===== config.mk =====
export PLATFORM = sky130hd
export DESIGN_NAME = fir_mac_sequencer
export DESIGN_NICKNAME = d
export VERILOG_FILES = /design/src/rtl/fir_mac_sequencer.sv
export SDC_FILE = /design/constraint.sdc
export NUM_CORES = 1
export LEC_CHECK = 0
export BUFFER_PORTS_ARGS = -buffer_cell sky130_fd_sc_hd__buf_2
export CAP_MARGIN = 20
export CORE_ASPECT_RATIO = 1.4
export CORE_MARGIN = 2
export CORE_UTILIZATION = 25
export DETAILED_ROUTE_END_ITERATION = 12
export HOLD_SLACK_MARGIN = 0.02
export PLACE_DENSITY = 0.51
export SYNTH_ARGS = -nofsm -noshare
export SYNTH_HDL_FRONTEND = slang
export SYNTH_SLANG_ARGS = --single-unit

===== constraint.sdc =====
create_clock -name clk -period 9.5 [get_ports clk]
set_input_delay 0.95 -clock clk [delete_from_list [all_inputs] [get_ports clk]]
set_output_delay 0.95 -clock clk [all_outputs]
set_load 0.01 [all_outputs]

===== src/rtl/fir_mac_sequencer.sv =====
// TAPS-tap FIR sequencer: for each accepted sample it walks the sliding history window,
// issuing one multiply per tap to the shared ALU and accumulating the products locally.
module fir_mac_sequencer #(
  parameter int TAPS    = 8,
  parameter int MUL_LAT = 2,
  parameter int ACC_W   = 32
) (
  input  logic                    clk,
  input  logic                    rst,
  input  logic                    coef_wr_en,
  input  logic [$clog2(TAPS)-1:0] coef_wr_addr,
  input  logic [15:0]             coef_wr_data,
  input  logic                    in_valid,
  input  logic [15:0]             in_data,
  output logic                    in_ready,
  output logic                    out_valid,
  output logic [ACC_W-1:0]        out_data,
  input  logic                    out_ready,
  output logic [15:0]             alu_a,
  output logic [15:0]             alu_b,
  output logic [1:0]              alu_op_sel,
  input  logic [31:0]             alu_result,
  output logic                    busy
);
  localparam int PW = $clog2(TAPS);
  localparam int CW = (MUL_LAT > 1) ? $clog2(MUL_LAT) : 1;

  typedef enum logic [1:0] {IDLE, MAC, DONE} state_t;

  state_t            state;
  logic [15:0]       hist [TAPS];
  logic [15:0]       coef [TAPS];
  logic [PW-1:0]     wr_ptr;
  logic [PW-1:0]     base;
  logic [PW-1:0]     k;
  logic [PW-1:0]     k_next;
  logic [PW-1:0]     rd_idx;
  logic [CW-1:0]     wait_cnt;
  logic [ACC_W-1:0]  acc;
  logic [ACC_W-1:0]  acc_sum;
  logic              accept;
  logic              coef_we;

  assign accept  = (state == IDLE) && in_ready && in_valid;
  // A coefficient write loses to a sample accept on the same edge.
  assign coef_we = (state == IDLE) && coef_wr_en && !accept;
  assign k_next  = k + PW'(1);
  assign rd_idx  = base - k_next;
  assign acc_sum = acc + alu_result[ACC_W-1:0];
  assign busy    = (state != IDLE);

  always_ff @(posedge clk or negedge rst) begin
    if (!rst) begin
      for (int i = 0; i < TAPS; i++) begin
        hist[i] <= '0;
        coef[i] <= '0;
      end
    end else begin
      if (accept)
        hist[wr_ptr] <= in_data;
      if (coef_we)
        coef[coef_wr_addr] <= coef_wr_data;
    end
  end

  always_ff @(posedge clk or negedge rst) begin
    if (!rst) begin
      state      <= IDLE;
      wr_ptr     <= '0;
      base       <= '0;
      k          <= '0;
      wait_cnt   <= '0;
      acc        <= '0;
      in_ready   <= 1'b0;
      out_valid  <= 1'b0;
      out_data   <= '0;
      alu_a      <= '0;
      alu_b      <= '0;
      alu_op_sel <= 2'b00;
    end else begin
      case (state)
        IDLE: begin
          in_ready <= 1'b1;
          if (accept) begin
            base       <= wr_ptr;
            wr_ptr     <= wr_ptr + PW'(1);
            acc        <= '0;
            k          <= '0;
            wait_cnt   <= '0;
            in_ready   <= 1'b0;
            // Tap 0 uses the sample being written this edge, so bypass the history array.
            alu_a      <= in_data;
            alu_b      <= coef[0];
            alu_op_sel <= 2'b01;
            state      <= MAC;
          end
        end
        MAC: begin
          if (wait_cnt == CW'(MUL_LAT - 1)) begin
            acc      <= acc_sum;
            wait_cnt <= '0;
            if (k == PW'(TAPS - 1)) begin
              out_data   <= acc_sum;
              out_valid  <= 1'b1;
              alu_a      <= '0;
              alu_b      <= '0;
              alu_op_sel <= 2'b00;
              state      <= DONE;
            end else begin
              k     <= k_next;
              alu_a <= hist[rd_idx];
              alu_b <= coef[k_next];
            end
          end else begin
            wait_cnt <= wait_cnt + CW'(1);
          end
        end
        DONE: begin
          if (out_ready) begin
            out_valid <= 1'b0;
            in_ready  <= 1'b1;
            state     <= IDLE;
          end
        end
        default: state <= IDLE;
      endcase
    end
  end
endmodule


==> results of run 1 <==
## Yosys cell counts, types with 6 or more instances
master    count
ha_1         35
a31oi_1       9
o21bai_1      6
a221oi_1     31
o21ai_0      57
dfrtp_1     367
buf_2        27
inv_1        14
nand4_1      10
o21ai_1      12
mux4_2       64
mux2_2      287
nor2_1       88
a21o_1        8
clkbuf_1     52
nand3_1      16
nand2_1     115
xnor2_1      18
xor2_1       14
a21oi_1      27
## layer usage
metal  wire length [um]  up-vias  part of all wire  track usage
li1                   -     5226                 -            -
met1              19900     5929              0.42        0.159
met2              23100      241              0.49        0.223
met3               2460      100             0.052       0.0317
met4               1570       14             0.033       0.0486
met5                 88        -            0.0019            0
## where the power goes
part | leakage (nW) | switching [mW] | total [mW] | internal, mW
registers | 4.72 | 0.354 | 2.56 | 2.20
logic | 4.14 | 1.83 | 3.48 | 1.65
clock network | 0.666 | 0.680 | 1.61 | 0.934
total | 9.53 | 2.86 | 7.65 | 4.79
## path summary, 6_finish.rpt
path,to,start,slack (ps)
hold reg to reg,out_data[1],out_data[1],470
setup reg to reg,alu_a[14],k[0],6050
min in group clk,out_data[1],out_data[1],470
setup / recovery,alu_a[14],k[0],6050
hold / removal,alu_a[8],rst,450
max in group asynchronous,coef[126],rst,7470
## registers in the layout, summed over array words and instances (netlist names), 2 cells and up
register  cells
k             3
coef        128
out_data     32
state         2
wr_ptr        3
alu_a        16
hist        128
acc          32
base          3
alu_b        16
## cells by family (layout without fill, tap and decap cells)
family | count (synthesis) | count (layout)
AO/OA/AOI/OAI | 197 | 197
other | 1 | 5
XOR/XNOR | 33 | 33
multiplexers | 354 | 354
AND/OR/NAND/NOR | 267 | 267
flip-flops | 367 | 367
buffers and inverters | 99 | 255
adder cells (fa/ha/maj) | 37 | 37
## per-stage QoR
stage	utilization	instance area [um^2]	cells	hold slack, ps	power, mW
after CTS	0.297	20800	2444	477	7.77
after global placement	0.277	19500	2369	456	6.02
after detailed placement	0.277	19500	2369	462	6.11
after global routing	0.298	20900	2449	508	8.19
final	0.298	20900	2451	450	7.65
after floorplan	-	17700	1355	454	5.05
## layout make-up
class | count | area (um^2)
flip-flops and latches | 367 | 9190
multi-input cells | 889 | 8160
clock inverters | 15 | 175
diodes | 4 | 10.0
repair buffers | 166 | 968
well taps | 936 | 1170
inverters | 14 | 52.6
fillers | 7265 | 49300
clock buffers | 60 | 1190
==> metrics.yaml, run 1 <==
outcome: "finished clean"
cts.hold.buffers_added: 0
insertion_delay_ps: 570
path_common_cell: "buf_4"
drc: 0
cts_sinks: 367
place.gp.congestion: 0.794
worstSetupPathType: "register to register"
grt_pass1_wl_um: 74200
finalWorstSetupSlack_ps: 6050
fin_nets: 1589
die_area_um2: 73100
final_cell_mix: "366 x dfrtp_1, 287 x mux2_2, 138 x buf_2"
final.setup_skew_ps: 20.7
cp-start-kind: "register"
grtUsageTotal: 0.131
power_density_nw_per_um2: 366
rows: 115
crit_fanout: 35
ant_nets: 0
yosysTopAreaCell: "dfrtp_1"
synthArstFlopShare: 1.00
crit_arrival_ps: 3910
worst_pin_slew_ps: 1110
synth.distinct_cells: 71
synth_cells: 1355
cts_resized: 0
num_vias: 11500
netlist.area_leader.share: 0.518
syn-num-nets: 1464
dieWidth_um: 229
cts_buffer_depth: 3
synth_mux_area_frac: 0.265
period_share: 0.363
crit_chain: "buf_4, inv_1, ha_2, fa_1, buf_4, mux4_2, mux2_2, a221oi_1, nor2_1"
critPathRequiredTime_ps: 9960
timing.fmax_ghz: 0.290
slowest_delay_ps: 570
post_drt_wl_per_cell_um: 19.2
routed_wl_um: 47100
power_leakage_nw: 9.53
initial_core_util: 0.252
hold_class: "primary input to asynchronous set/reset pin"
synth_top_family_by_area: "multiplexers"
dp_slack_ps: 5960
synthAdderAreaFrac: 0.0270
ios: 141
path_depth: 9
max-vdd-ir-drop_uv: 239
setup_tns_ps: 0
syn_area_um2: 17700
yosysSeqAreaShare: 0.518
synth_xor_area_frac: 0.0167
yosys.area_share.simple: 0.0679
drv_slew: 0
ctsHtreeMaxLevel: 2
antenna_found_initial: 13
crit_slowest_cell: "buf_4"
final.min_clock_period_ps: 3450
ys_seq_elements: 367
die_y_um: 319
numCtsBuffers: 42
path_clk_slew_ps: 60
syn_avg_cell_area_um2: 13.1
final_common_cell: "dfrtp_1"
cp_top_family: "buffers and inverters"
reg2reg_depth: 9
worst_setup_path_end_kind: "register"
grt_pass1_vias: 12400
syn_to_final_growth_pct: 18.0
io_buffer_count: 139
cts_tree: "yes"
core_area_um2: 70200
drive_gt1_frac: 0.412
synth_edf_count: 0
dp_hpwl_um: 30000
maxSlewHeadroom: 0.257
synth_warnings: 0
cts-root-buf: "clkbuf_16"
first_pass_iters: 7
crit_buf_inv: 3
synth_area_leaders: "dfrtp_1 52%, mux2_2 18%, mux4_2 8.1%"
cap_violations: 0
rsz0062_at_grt: "no"
grt-ovfl-total: 0
ys.flop_type: "dfrtp_1"
final_hold_viol_count: 0
drtIter0Drc: 584
vias_per_cell: 4.70
cts_setup_buffers: 0
grt_max_degree: 181
synth_compound_area_frac: 0.0804
finalSetupViolCount: 0
(Power assumes the default switching activity.)
==> run 2, diff against run 1 <==
PLACE_DENSITY = 0.52   (was 0.51)
clock period = 2.8 ns   (was 9.5 ns; I/O delays follow)
==> run 2 against run 1 <==
Against the previous run:
- clock power grew to 3.4 times the previous value
- register-to-register slack worse by 5900 ps
- highest routed layer unchanged
- first-iteration DRC count is 21% lower
- clock skew is 1.6 ps higher
- non-clock buffer count is 53 higher
- cell area is 2.7% higher
- sequential power grew to 3.4 times the previous value
==> metrics.yaml, run 2 (synthesized netlist as in run 1, its figures left out) <==
outcome: "finished clean"
drc: 0
die_y_um: 319
final_cell_mix: "366 x dfrtp_1, 287 x mux2_2, 138 x buf_2"
ctsHtreeMaxLevel: 2
initial_core_util: 0.252
grt-ovfl-total: 0
maxSlewHeadroom: 0.509
crit_arrival_ps: 3110
final_hold_viol_count: 0
timing.fmax_ghz: 0.374
grt_max_degree: 69
slowest_delay_ps: 540
place.gp.congestion: 0.819
period_share: 0.956
first_pass_iters: 5
grt_pass1_vias: 12600
routed_wl_um: 48100
final_common_cell: "dfrtp_1"
dp_hpwl_um: 31900
crit_fanout: 33
ant_nets: 0
crit_slowest_cell: "a221oi_1"
grtUsageTotal: 0.133
n_fill_cell: 7175
crit_chain: "ha_1, buf_4, mux4_2, mux2_2, a221oi_1, nor2_1"
ios: 141
utilization: 0.306
final.min_clock_period_ps: 2680
power_density_nw_per_um2: 1250
path_clk_slew_ps: 60
crit_buf_inv: 1
io_buffer_count: 139
power_leakage_nw: 9.80
num_vias: 11600
cp_top_family: "multiplexers"
cp-start-kind: "register"
rows: 115
syn_to_final_growth_pct: 21.1
drtIter0Drc: 461
dieWidth_um: 229
numCtsBuffers: 42
cts_buffer_depth: 3
grt_pass1_wl_um: 75300
cts_tree: "yes"
critPathRequiredTime_ps: 3230
worst_setup_path_end_kind: "register"
hold_class: "primary input to register"
worstSetupPathType: "register to register"
core_area_um2: 70200
cap_violations: 0
worst_pin_slew_ps: 736
post_drt_wl_per_cell_um: 19.2
die_area_um2: 73100
drive_gt1_frac: 0.420
rrSetupSlack_ps: 120
reg_top3: "coef: 128 flops, hist: 128 flops"
final.setup_skew_ps: 22.2
insertion_delay_ps: 590
drv_slew: 0
fin_nets: 1642
power.total_mw: 26.8
vias_per_cell: 4.64
cts_sinks: 367
finalSetupViolCount: 0
antenna_found_initial: 5
cts-root-buf: "clkbuf_16"
setup_tns_ps: 0
max-vdd-ir-drop_uv: 642
[run 2: changes by cell type in the layout (fill, tap and decap cells not counted), moves of 2 or more]
cell | previous run | this run
dlygate4sd3_1 | 0 | 25
buf_4 | 23 | 45
buf_12 | 1 | 9
clkinv_4 | 3 | 0
buf_16 | 2 | 0
clkbuf_1 | 11 | 9
clkinv_2 | 5 | 3
fa_1 | 2 | 0
fa_2 | 0 | 2
[run 2: final timing paths]
| kind | start | end | cells after the start |
|---|---|---|---|
| min reg2reg | out_data[12] | out_data[12] | 2 |
| max reg2reg | k[0] | alu_b[9] | 6 |
| min | in_data[2] | hist[66] | 2 |
| max | k[0] | alu_b[9] | 6 |
| min in group asynchronous | rst | hist[26] | 2 |
| max in group asynchronous | rst | k[2] | 3 |
[run 2: final cells by class]
cell class	instances	area, um^2	share of cell area
Antenna cell	3	7.51	0.000350
Clock buffer	59	1190	0.0557
Clock inverter	13	179	0.00833
Inverter	14	52.6	0.00245
Multi-Input combinational cell	889	8180	0.381
Sequential cell	367	9190	0.428
Tap cell	936	1170	0.0546
Timing Repair Buffer	219	1500	0.0698
[run 2: through the flow]
step | area, um^2 | setup slack, ps | cells | hold slack, ps
after global routing | 21500 | -4.20 | 2497 | 31.5
final | 21500 | 124 | 2500 | 49.3
after CTS | 21400 | 55.8 | 2494 | 20.8
after global placement | 19800 | 61.2 | 2397 | 280
after floorplan | 17800 | 22.2 | 1355 | -15.6
after detailed placement | 19800 | 41.4 | 2397 | 291
[run 2: repair_timing]
action | 4_1_cts | 5_1_grt
hold buffers | 25 | 0
resized for setup | 0 | 4
setup buffers | 0 | 2
setup endpoints to repair | 0 | 13
endpoints found under the hold margin | 173 | 0
[run 2: layer usage]
| metal | track usage | up-vias | part of all wire |
|---|---|---|---|
| li1 | - | 5331 | - |
| met1 | 0.163 | 5996 | 0.43 |
| met2 | 0.232 | 209 | 0.50 |
| met3 | 0.0298 | 69 | 0.049 |
| met4 | 0.0369 | 4 | 0.021 |
| met5 | 0 | - | 0.00040 |
[run 2: where the power goes]
part | total [mW] | internal, mW | switching (mW)
sequential | 8.68 | 7.48 | 1.21
clock | 5.51 | 3.20 | 2.32
combinational | 12.6 | 6.19 | 6.41
total | 26.8 | 16.9 | 9.93
==> run 3, diff against run 2 <==
ABC_AREA = 1   (was default)
==> run 3 against run 2 <==
Against the previous run:
- die area is 4.4% higher
- non-clock buffer count shrank 5
- cell area increased by 2.5%
- synthesized area rose by 4.5%
- routed wire length increased by 18%
- register-to-register slack improved by 360 ps
- sequential power grew 3.6%
- first-iteration DRC count up 110%
- sequential share of layout area decreased by 1.1 points
- critical endpoint is now alu_a[4]
- highest routed layer unchanged
==> metrics.yaml, run 3 <==
ys.flop_type: "dfrtp_1"
num_vias: 15500
cts_setup_buffers: 0
initial_core_util: 0.251
drtIter0Drc: 959
fin_nets: 2547
max-vdd-ir-drop_uv: 697
antenna_found_initial: 2
cp-start-kind: "register"
final_area_um2: 22000
core_area_um2: 73700
dieWidth_um: 234
vias_per_cell: 4.53
setup_tns_ps: 0
synth_cells: 2294
syn-num-nets: 2403
timing.fmax_ghz: 0.431
ios: 141
slowest_delay_ps: 510
synthArstFlopShare: 1.00
rsz0062_at_grt: "no"
reg_top3: "coef: 128 flops, hist: 128 flops"
cts_sinks: 367
crit_fanout: 28
final.min_clock_period_ps: 2320
grt-ovfl-total: 0
n_fill_cell: 7852
finalSetupViolCount: 0
numCtsBuffers: 42
crit_chain: "ha_2, fa_1, inv_1, buf_12, o21ai_0, o22a_1, a21oi_1, nand2_1, a21oi_1"
ctsHtreeMaxLevel: 2
finalWorstSetupSlack_ps: 481
insertion_delay_ps: 590
period_share: 0.828
synth.distinct_cells: 45
final_common_cell: "nand2_1"
netlist.area_leader.share: 0.496
ant_nets: 0
die_area_um2: 76300
cts_buffer_depth: 3
dp_hpwl_um: 37600
worst_setup_path_end_kind: "register"
synth_area_leaders: "dfrtp_1 50%, nand2_1 12%, o21ai_0 8.0%"
ys_seq_elements: 367
whs_ps: 61.5
yosysTopAreaCell: "dfrtp_1"
crit_arrival_ps: 2830
worst_pin_slew_ps: 976
synth_warnings: 0
syn_avg_cell_area_um2: 8.07
syn_area_um2: 18500
cap_violations: 0
hold_class: "primary input to register"
drc: 0
grtUsageTotal: 0.150
dp_cells: 3326
utilization: 0.299
first_pass_iters: 6
final_hold_viol_count: 0
worstSetupPathType: "register to register"
outcome: "finished clean"
diodes: 0
stdcell_count: 3428
drv_slew: 0
yosys-top-cells-count: "612 x nand2_1, 367 x dfrtp_1, 295 x o21ai_0"
place.gp.congestion: 0.868
synth_most_common_cell: "nand2_1"
placed_cell_area_um2: 20300
synth_edf_count: 0
power.total_mw: 30.1
final_cell_mix: "611 x nand2_1, 366 x dfrtp_1, 295 x o21ai_0"
rows: 118
grt_pass1_wl_um: 89400
critPathRequiredTime_ps: 3310
grt_pass1_vias: 15100
cts-root-buf: "clkbuf_16"
final.setup_skew_ps: 22.5
yosysSeqAreaShare: 0.496
syn_to_final_growth_pct: 18.9
drive_gt1_frac: 0.126
path_common_cell: "a21oi_1"
cts_tree: "yes"
dp_slack_ps: 457
routed_wl_um: 56700
path_clk_slew_ps: 60
maxSlewHeadroom: 0.349
grt_max_degree: 97
io_buffer_count: 139
power_leakage_nw: 10.7
power_density_nw_per_um2: 1370
die_y_um: 326
crit_slowest_cell: "fa_1"
post_drt_wl_per_cell_um: 16.5
[run 3: cell count changes after synthesis, sizes merged, moves of 64 or more]
| cell | before | now |
|---|---|---|
| nand2 | 115 | 614 |
| o21ai | 71 | 364 |
| mux2 | 287 | 32 |
| inv | 14 | 249 |
| a21oi | 33 | 143 |
| nand3 | 16 | 124 |
| mux4 | 64 | 0 |
[run 3: per-layer routing]
metal | vias up | global-route usage | share of wire
met2 | 327 | 0.247 | 0.47
met4 | 4 | 0.0545 | 0.034
li1 | 7766 | - | -
met5 | - | 0 | 0.00037
met1 | 7338 | 0.200 | 0.45
met3 | 87 | 0.0203 | 0.042
[run 3: report_power, final]
group / leakage (nW) / switching [mW] / internal, mW
clock: 0.690 / 2.39 / 3.34
combinational: 5.54 / 9.85 / 5.51
sequential: 4.44 / 1.28 / 7.71
[run 3: final timing paths]
| check | startpoint | to | slack, ps | cells past startpoint |
|---|---|---|---|---|
| worst max-delay path | k[0] | alu_a[4] | 480 | 9 |
| worst min-delay path | in_data[6] | alu_a[6] | 60 | 3 |
| worst max register to register | k[0] | alu_a[4] | 480 | 9 |
| worst min register to register | out_data[19] | out_data[19] | 480 | 2 |
| max in group asynchronous | rst | hist[72] | 1690 | 3 |
| min in group asynchronous | rst | coef[3] | 260 | 2 |
[run 3: what timing repair did]
item / CTS / global route
hold buffers: 28 / 0
resized for setup: 0 / 0
endpoints found under the setup margin: 0 / 0
endpoints found under the hold margin: 149 / 0
[run 3: logic make-up (layout without fill, tap and decap cells)]
group	after synthesis	after routing	share of synthesized area
AOI/OAI and AO/OA	563	563	0.164
xor gates and xnor gates	17	17	0.00804
adders and majority gates	37	37	0.0258
buffers and inverters	367	541	0.0812
DFF	367	367	0.496
muxes	32	32	0.0195
other	1	1	0.000203
and+or+nand+nor	910	910	0.206
[run 3: worst max-delay path: cells and delay by family, from the launching register on]
family	cells	cell delay, ps
simple gates	1	80
buf+inv	2	410
compound gates	4	540
flops	1	410
fa+ha+maj	2	810
[run 3: cell type report]
| class | instances | area (um^2) | share of cell area |
|---|---|---|---|
| Sequential cell | 367 | 9190 | 0.417 |
| Multi-Input combinational cell | 1560 | 7840 | 0.356 |
| Timing Repair Buffer | 214 | 1430 | 0.0648 |
| Tap cell | 960 | 1200 | 0.0546 |
| Clock buffer | 56 | 1170 | 0.0533 |
| Inverter | 253 | 955 | 0.0434 |
| Clock inverter | 18 | 233 | 0.0106 |
